[config.mk]
export PLATFORM = sky130hd
export DESIGN_NAME = gpr_wb_sched_flat
export DESIGN_NICKNAME = d
export VERILOG_FILES = /design/src/rtl/gpr_pkg.sv /design/src/rtl/gpr_wb_sched_if.sv /design/src/rtl/rr_arbiter.sv /design/src/rtl/gpr_wb_sched.sv /design/src/flat_wrapper.sv
export SDC_FILE = /design/constraint.sdc
export NUM_CORES = 1
export LEC_CHECK = 0
export ABC_AREA = 1
export CAP_MARGIN = 25
export CORE_UTILIZATION = 68
export CTS_BUF_LIST = sky130_fd_sc_hd__clkbuf_8 sky130_fd_sc_hd__clkbuf_16
export DETAILED_ROUTE_END_ITERATION = 6
export DONT_BUFFER_PORTS = 1
export PLACE_DENSITY = 0.87
export SETUP_SLACK_MARGIN = 0.2
export SYNTH_ARGS = -nofsm -noshare
export SYNTH_HDL_FRONTEND = slang
export SYNTH_SLANG_ARGS = --single-unit
[constraint.sdc]
create_clock -name clk -period 4.8 [get_ports clk]
set_input_delay 0.48 -clock clk [delete_from_list [all_inputs] [get_ports clk]]
set_output_delay 0.48 -clock clk [all_outputs]
set_load 0.02 [all_outputs]
[src/rtl/gpr_pkg.sv]
// Shared GPR definitions: register file geometry, writeback requester indices
// and the packed {addr, data} write-request pair.
`default_nettype none

package gpr_pkg;

    localparam int GPR_AW  = 5;
    localparam int GPR_DW  = 32;
    localparam int GPR_NUM = 32;

    localparam int WB_ALU  = 0;
    localparam int WB_LOAD = 1;
    localparam int WB_LINK = 2;

    typedef struct packed {
        logic [GPR_AW-1:0] addr;
        logic [GPR_DW-1:0] data;
    } wb_req_t;

endpackage

`default_nettype wire

[src/rtl/gpr_wb_sched_if.sv]
// Writeback request bundle: NREQ packed valid/addr/data lanes and the
// per-lane ready (grant) returned by the scheduler.
`default_nettype none

interface gpr_wb_sched_if
    import gpr_pkg::*;
#(
    parameter int NREQ = 3,
    parameter int AW   = GPR_AW,
    parameter int DW   = GPR_DW
);

    logic [NREQ-1:0]    req_valid;
    logic [NREQ*AW-1:0] req_addr;
    logic [NREQ*DW-1:0] req_data;
    logic [NREQ-1:0]    req_ready;

    modport master (
        output req_valid,
        output req_addr,
        output req_data,
        input  req_ready
    );

    modport slave (
        input  req_valid,
        input  req_addr,
        input  req_data,
        output req_ready
    );

endinterface

`default_nettype wire

[src/rtl/rr_arbiter.sv]
// NREQ-way one-hot grant: round-robin from a rotating pointer, or fixed
// lowest-index priority when ARB_FIXED is nonzero.
`default_nettype none

module rr_arbiter #(
    parameter int  NREQ      = 3,
    parameter int  ARB_FIXED = 0,
    localparam int PW        = (NREQ > 1) ? $clog2(NREQ) : 1
) (
    input  wire logic            clk,
    input  wire logic            reset,
    input  wire logic [NREQ-1:0] i_valid,
    input  wire logic            i_stall,
    output logic      [NREQ-1:0] o_grant,
    output logic      [PW-1:0]   o_idx
);

    logic [PW-1:0] ptr_q;
    logic [PW-1:0] ptr_d;
    logic          found;
    int            cand;

    always_comb begin
        o_grant = '0;
        o_idx   = '0;
        found   = 1'b0;
        cand    = 0;
        for (int k = 0; k < NREQ; k++) begin
            cand = (ARB_FIXED != 0) ? k : (int'(ptr_q) + k) % NREQ;
            if (!found && i_valid[cand]) begin
                found         = 1'b1;
                o_grant[cand] = 1'b1;
                o_idx         = PW'(cand);
            end
        end
        // Grants are suppressed while held in reset so nothing is consumed.
        if (i_stall || !reset) begin
            o_grant = '0;
            found   = 1'b0;
        end
        ptr_d = ptr_q;
        if (found) begin
            ptr_d = (o_idx == PW'(NREQ - 1)) ? '0 : o_idx + PW'(1);
        end
    end

    always_ff @(posedge clk or negedge reset) begin
        if (!reset) begin
            ptr_q <= '0;
        end else begin
            ptr_q <= ptr_d;
        end
    end

endmodule

`default_nettype wire

[src/rtl/gpr_wb_sched.sv]
// GPR write-port scheduler: arbitrates writeback sources onto the single
// register-file write port and tracks pending writes. Optional: GPR_WB_TRACE_EN.
`default_nettype none

module gpr_wb_sched
    import gpr_pkg::*;
#(
    parameter int NREQ      = 3,
    parameter int AW        = GPR_AW,
    parameter int DW        = GPR_DW,
    parameter int ARB_FIXED = 0
) (
    input  wire logic               clk,
    input  wire logic               reset,
    gpr_wb_sched_if.slave           bus,
    input  wire logic               wb_stall,
    input  wire logic               claim_valid,
    input  wire logic [AW-1:0]      claim_addr,
    input  wire logic               flush,
    output logic                    wr_en,
    output logic      [AW-1:0]      wr_addr,
    output logic      [DW-1:0]      wr_data,
    output logic      [GPR_NUM-1:0] busy
);

    localparam int PW = (NREQ > 1) ? $clog2(NREQ) : 1;

    logic [NREQ-1:0]    grant;
    logic [PW-1:0]      win_idx;
    logic               accept;
    wb_req_t            sel_req;

    logic               wr_en_q,   wr_en_d;
    logic [AW-1:0]      wr_addr_q, wr_addr_d;
    logic [DW-1:0]      wr_data_q, wr_data_d;
    logic [GPR_NUM-1:0] busy_q,    busy_d;

    rr_arbiter #(
        .NREQ      (NREQ),
        .ARB_FIXED (ARB_FIXED)
    ) u_arb (
        .clk     (clk),
        .reset   (reset),
        .i_valid (bus.req_valid),
        .i_stall (wb_stall),
        .o_grant (grant),
        .o_idx   (win_idx)
    );

    assign bus.req_ready = grant;
    assign accept        = |grant;

    always_comb begin
        sel_req.addr = bus.req_addr[int'(win_idx)*AW +: AW];
        sel_req.data = bus.req_data[int'(win_idx)*DW +: DW];

        // Writes to $0 are consumed by the grant but never reach the file.
        wr_en_d   = accept && (sel_req.addr != '0);
        wr_addr_d = accept ? sel_req.addr : wr_addr_q;
        wr_data_d = accept ? sel_req.data : wr_data_q;

        // Claim is applied last so it wins over both commit-clear and flush.
        busy_d = busy_q;
        if (wr_en_q) begin
            busy_d[wr_addr_q] = 1'b0;
        end
        if (flush) begin
            busy_d = '0;
        end
        if (claim_valid && (claim_addr != '0)) begin
            busy_d[claim_addr] = 1'b1;
        end
        busy_d[0] = 1'b0;
    end

    always_ff @(posedge clk or negedge reset) begin
        if (!reset) begin
            wr_en_q   <= 1'b0;
            wr_addr_q <= '0;
            wr_data_q <= '0;
            busy_q    <= '0;
        end else begin
            wr_en_q   <= wr_en_d;
            wr_addr_q <= wr_addr_d;
            wr_data_q <= wr_data_d;
            busy_q    <= busy_d;
        end
    end

`ifdef GPR_WB_TRACE_EN
    always_ff @(posedge clk) begin
        if (reset && wr_en_q) begin
            $display("$%0d <= %h", wr_addr_q, wr_data_q);
        end
    end
`endif

    assign wr_en   = wr_en_q;
    assign wr_addr = wr_addr_q;
    assign wr_data = wr_data_q;
    assign busy    = busy_q;

endmodule

`default_nettype wire

[src/flat_wrapper.sv]
// flat-port wrapper written by rule: the top's interface ports become plain ports
module gpr_wb_sched_flat import gpr_pkg::*;
#(
    parameter int NREQ      = 3,
    parameter int AW        = GPR_AW,
    parameter int DW        = GPR_DW,
    parameter int ARB_FIXED = 0
)
  (clk, reset, wb_stall, claim_valid, claim_addr, flush, wr_en, wr_addr, wr_data, busy, bus_req_valid, bus_req_addr, bus_req_data, bus_req_ready);
  gpr_wb_sched_if #(.NREQ(NREQ), .AW(AW), .DW(DW)) bus_i ();
  input  wire logic clk;
  input  wire logic reset;
  input  wire logic wb_stall;
  input  wire logic claim_valid;
  input  wire logic [AW-1:0] claim_addr;
  input  wire logic flush;
  output logic wr_en;
  output logic      [AW-1:0] wr_addr;
  output logic      [DW-1:0] wr_data;
  output logic      [GPR_NUM-1:0] busy;
  input wire logic [$bits(bus_i.req_valid)-1:0] bus_req_valid;
  input wire logic [$bits(bus_i.req_addr)-1:0] bus_req_addr;
  input wire logic [$bits(bus_i.req_data)-1:0] bus_req_data;
  output wire logic [$bits(bus_i.req_ready)-1:0] bus_req_ready;
  assign bus_i.req_valid = bus_req_valid;
  assign bus_i.req_addr = bus_req_addr;
  assign bus_i.req_data = bus_req_data;
  assign bus_req_ready = bus_i.req_ready;
  gpr_wb_sched #(.NREQ(NREQ), .AW(AW), .DW(DW), .ARB_FIXED(ARB_FIXED)) u_core (.clk(clk), .reset(reset), .bus(bus_i), .wb_stall(wb_stall), .claim_valid(claim_valid), .claim_addr(claim_addr), .flush(flush), .wr_en(wr_en), .wr_addr(wr_addr), .wr_data(wr_data), .busy(busy));
endmodule
---- After elaboration in Yosys (flattened, before gate mapping) ----
Cells that the tools add are included.
Widths: inputs -> output; s select.
word-level totals
  register bits after elaboration ......... 71
  bits of input ports ..................... 124
  logic and storage cells ................. 80
  output and inout port bits .............. 73
operators by class
  mux-type cells .......................... 34
  equal/unequal tests ..................... 1
  bitwise logic cells ..................... 5
  div/mod/pow operators ................... 3
  order comparisons ....................... 10
  shifts and indexed selects .............. 2
  reductions and logical operators ........ 16
  add/sub/neg operators ................... 3
  $mul .................................... 1
operators by type and width
  cell                   count
  $ge 32x1->1 const B    3
  $lt 32x4->1 const B    3
  $mux 32                3
  $shiftx 96x8->32       1
  $mod 32x3->32 const B  2
  $and 32x32->32         1
  $mod 3x3->32 const B   1
  $not 32->32            1
  $or 32x32->32          1
  $shiftx 15x32->5       1
  $mux 1                 15
  $lt 5x6->1 const B     2
  $mux 3                 4
  $demux 1 s5            2
  $ge 5x1->1 const B     2
  $reduce_bool 5->1      2
  $logic_and 1x1->1      9
  $mux 2                 4
  $bmux 1 s2             3
  $demux 1 s2            3
  $or 3x3->3             2
  $mul 2x3->5 const B    1
  $add 2x1->3 const B    1
  $add 2x2->3 const B    1
  5 further kinds        7

---- Depth between registers and ports, before layout ----
  depth in word-level cells ............... 15
  gate-level depth with buffers ........... 18
  mapped depth without buffers ............ 17

---- By module ----
Synthesis repeated with hierarchy kept, for this count alone.
unflattened totals
  cell total of the unflattened synthesis .. 554
  area total of the unflattened synthesis .. 4,131.5 µm²
by module, submodules not included
  module        cells each  instances  area an instance (µm²)
  gpr_wb_sched  487         1          3,726.1
  rr_arbiter    67          1          405.4

---- Worst setup path after synthesis ----
No wires, ideal clock.
  path type ............................... reg-to-reg
  from .................................... register u_core.u_arb.ptr_q[0]
  to ...................................... register u_core.wr_en_q, in the netlist u_core.wr_en
  setup slack ............................. 2,728 ps
  cell stages (with the launch flop) ...... 18
  library setup time ...................... 113 ps
  clock period less this slack ............ 2,072 ps
  arrival time ............................ 1,959 ps
  path through ............................ dfrtp_1 > inv_1 > ha_1 > inv_2 > nand2_1 > nand3_1 > nand2_1 > nand2_2 > nand2_1 > nand2_2 > nand2_1 > buf_4 > nand2_1 > nand2_1 > a21boi_1 > nand3_1 > nand2_1 > inv_1
between the ends
  cells in the longest elaborated chain, start to end .. 15
  elaborated cells on any way between the ends .. 49
ends and longest elaborated chain
  element                                                 RTL line            source
  start: declaration                                      rr_arbiter.sv:18    logic [PW-1:0] ptr_q;
  start signal: assignment                                rr_arbiter.sv:51    ptr_q <= ptr_d;
  branches (longest 14 deep; another with $mod 32x3->32)  n/a
  $logic_and 1x1->1 (*)                                   gpr_wb_sched.sv:58  wr_en_d = accept && (sel_req.addr != '0);
  via u_core.wr_en_d                                      gpr_wb_sched.sv:33  logic wr_en_q, wr_en_d;
  end signal: assignment                                  gpr_wb_sched.sv:83  wr_en_q <= wr_en_d;
  end: declaration                                        gpr_wb_sched.sv:33
Mark *: on every way through the listed nets, which the timed path passes. The select of a mux whose other input is x is not followed.
A chain may end at the register's enable or synchronous reset.

---- Worst setup path after layout ----
  from .................................... register u_core.u_arb.ptr_q[0]
  to ...................................... register u_core.wr_data_q[11], in the netlist u_core.wr_data[11]
between the ends
  cells in the longest elaborated chain, start to end .. 13
  elaborated cells on any way between the ends .. 46
ends and longest elaborated chain
  element                                                 RTL line            source
  branches (longest 13 deep; another with $mod 32x3->32)  n/a
  end signal: assignment                                  gpr_wb_sched.sv:85  wr_data_q <= wr_data_d;
  end: declaration                                        gpr_wb_sched.sv:35  logic [DW-1:0] wr_data_q, wr_data_d;
Several ways; the timed one is not identified. The select of a mux whose other input is x is not followed.

==> impl_metrics.toml <==
[run_status]
status = "completed"

[timing]
drv_slew = 0
fmaxAchievable_mhz = 336
grt_setup_unrepaired = "no"
hold_ws_ns = 0.0233
setup_violations = 0
fin_skew_ns = 0.00772
setup_tns_ns = 0
relSlewSlack_pct = 39.0
finalHoldViolCount = 0
post-route-min-period_ns = 2.98
fin_crit_sh_pct = 62.0
worst_pin_slew_ns = 0.908

[floorplan]
die_x_um = 78.5
io-pin-count = 197
die_area_um2 = 6160
fp-row-count = 27
die_y_um = 78.5
core_um2 = 5570
initial_core_util_pct = 71.4

[clock_tree]
cts_tree = "done"
h-tree-depth = 3
cts-root-buf = "clkbuf_8"
cts_setup_buffers = 0
clk_latency_ns = 0.34
path_clk_slew_ns = 0.08
post_cts_resized = 0
clkSinkCount = 71
cts.path.max_buffers = 2
numCtsBuffers = 9

[worst_setup_path]
startpoint_type = "register"
worstSetupEndpointType = "register"
worstPathMaxFanout = 42
criticalPathCategory = "reg -> reg"
critPathArrivalTime_ns = 3.18
worst-endpoint-required_ns = 5.00

[detailed_routing]
drt-total-wl_um = 10800
drt-initial-drc-count = 349
drcViolationCount = 0
route.met2.wl_um = 5380
wl_met3_um = 1090
ant_nets = 0
num_vias = 3829
viasPerCell = 6.36
post_drt_wl_per_cell_um = 17.9
top_layer_used = "met4"
met1_length_um = 3950
first_pass_iters = 6

[synth]
synth_cell_type_count = 28
syn_nets = 662
ys_ff_latch = 71
yosys_warnings = 0
yosysSeqAreaShare_pct = 44.7
synth_area_um2 = 3980
postSynthAreaPerCell_um2 = 7.45
syn_inst = 534

[place]
place_inst = 584
gp_congestion = 1.01
portBuffers = 0
dpl.hpwl_um = 7580

[global_route]
grt_pass1_wl_um = 16600
groute.usage.overall_pct = 35.4
grt.overflow.total = 0
antenna_found_initial = 1
grt_pass1_vias = 3409
grt_max_degree = 72

[finish]
final_cell_mix = "nor2_1, nand2_1, dfrtp_1, o21ai_0, nand3_1"
fill_cells = 413
stdcell_count = 602
drive_gt1_share_pct = 6.05
regArea_um2 = 1780
syn_to_final_growth_pct = 5.13
post-route-util_pct = 75.0
final_net_count = 652
multiInputGateArea_um2 = 1880
final_common_cell = "nor2_1"

[power_and_ir_drop]
leakage_nw = 1.84
peakVddDrop_uv = 531
power_mw = 3.46
p_per_area_nw_per_um2 = 828

[flow_run]
drv_cap = 0

[hold_path]
hold_class = "in -> async"
-- power by group --
group	leakage [nW]	switching (mW)	internal [mW]
Sequential	0.881	0.359	0.783
Clock	0.117	0.229	0.321
Combinational	0.841	1.21	0.556
-- through the flow --
stage               cell area (um2)  setup slack (ns)
global route                   4180              1.47
global placement               3920              2.03
finish                         4180              1.82
floorplan                      3980              2.73
CTS                            4180              1.85
detailed placement             3920              1.87
-- final timing paths --
kind                                              startpoint                           endpoint  slack (ns)  cells past startpoint
min in group clk                                       flush           u_core.busy[7]$_DFF_PN0_        0.24                      1
hold / removal                                         reset          u_core.busy[26]$_DFF_PN0_        0.02                      1
max in group asynchronous                              reset  u_core.u_arb.ptr_q[1]$_DFFE_PN0P_        4.50                      1
setup reg to reg           u_core.u_arb.ptr_q[0]$_DFFE_PN0P_     u_core.wr_data[11]$_DFFE_PN0P_        1.82                     13
hold reg to reg            u_core.u_arb.ptr_q[1]$_DFFE_PN0P_  u_core.u_arb.ptr_q[1]$_DFFE_PN0P_        0.64                      2
setup / recovery           u_core.u_arb.ptr_q[0]$_DFFE_PN0P_     u_core.wr_data[11]$_DFFE_PN0P_        1.82                     13
-- worst max-delay path: stages, from the launching register on --
cell	delay, ns
dfrtp_1	0.41
inv_1	0.09
ha_1	0.38
inv_2	0.14
nand2_1	0.07
nand3_1	0.08
nand2_1	0.11
nand3_1	0.12
nor2_1	0.05
o21ai_1	0.18
nand3_2	0.51
buf_4	0.48
nor2_1	0.14
a31oi_1	0.06
-- cells in the mapped netlist (all sizes together) --
master | number | share of area, %
ha | 4 | 1.3
a21boi | 1 | 0.19
nand2 | 101 | 10
o31ai | 1 | 0.19
nand3 | 48 | 6.3
nor2 | 104 | 9.8
o211ai | 6 | 1.1
o21ai | 70 | 8.9
nand3b | 3 | 0.57
dfrtp | 71 | 45
clkbuf | 8 | 0.85
a31oi | 34 | 5.3
conb | 1 | 0.094
nor3 | 11 | 1.4
inv | 41 | 3.9
o22ai | 9 | 1.4
a21oi | 1 | 0.13
nand4 | 3 | 0.47
buf | 17 | 3.5
-- cell families (layout without fill, tap and decap cells) --
logic type,count (synthesis),after routing,share of synthesized area [%]
AND/OR/NAND/NOR,270,270,28.5
flip-flops,71,71,44.7
buffers and inverters,66,61,8.21
AO/OA/AOI/OAI,122,122,17.3
adder cells (fa/ha/maj),4,4,1.26
other,1,2,0.0942
-- what timing repair did --
| item | 4_1_cts | 5_1_grt |
|---|---|---|
| hold buffers | 1 | 0 |
| hold endpoints to repair | 71 | 0 |
| setup endpoints to repair | 0 | 0 |
-- final cells by class --
cell class / count / share of cell area, %
multi-input cells: 397 / 44.9
flip-flops and latches: 71 / 42.5
inverters: 41 / 3.68
clock buffers: 11 / 3.62
well taps: 72 / 2.15
clock inverters: 5 / 1.91
repair buffers: 4 / 1.20
diodes: 1 / 0.0598
-- metal layers --
metal	vias to the layer above	track usage (%)
li1	1777	-
met1	1751	41.9
met2	266	59.0
met3	35	10.0
met4	0	17.8
met5	-	0
-- flip-flops by register name, summed over array words and instances (netlist names) --
name	count
u_core.wr_data	32
u_core.busy	31
u_core.wr_addr	5
u_core.u_arb.ptr_q	2
u_core.wr_en	1
No activity file was read; power rests on OpenSTA's default activity.
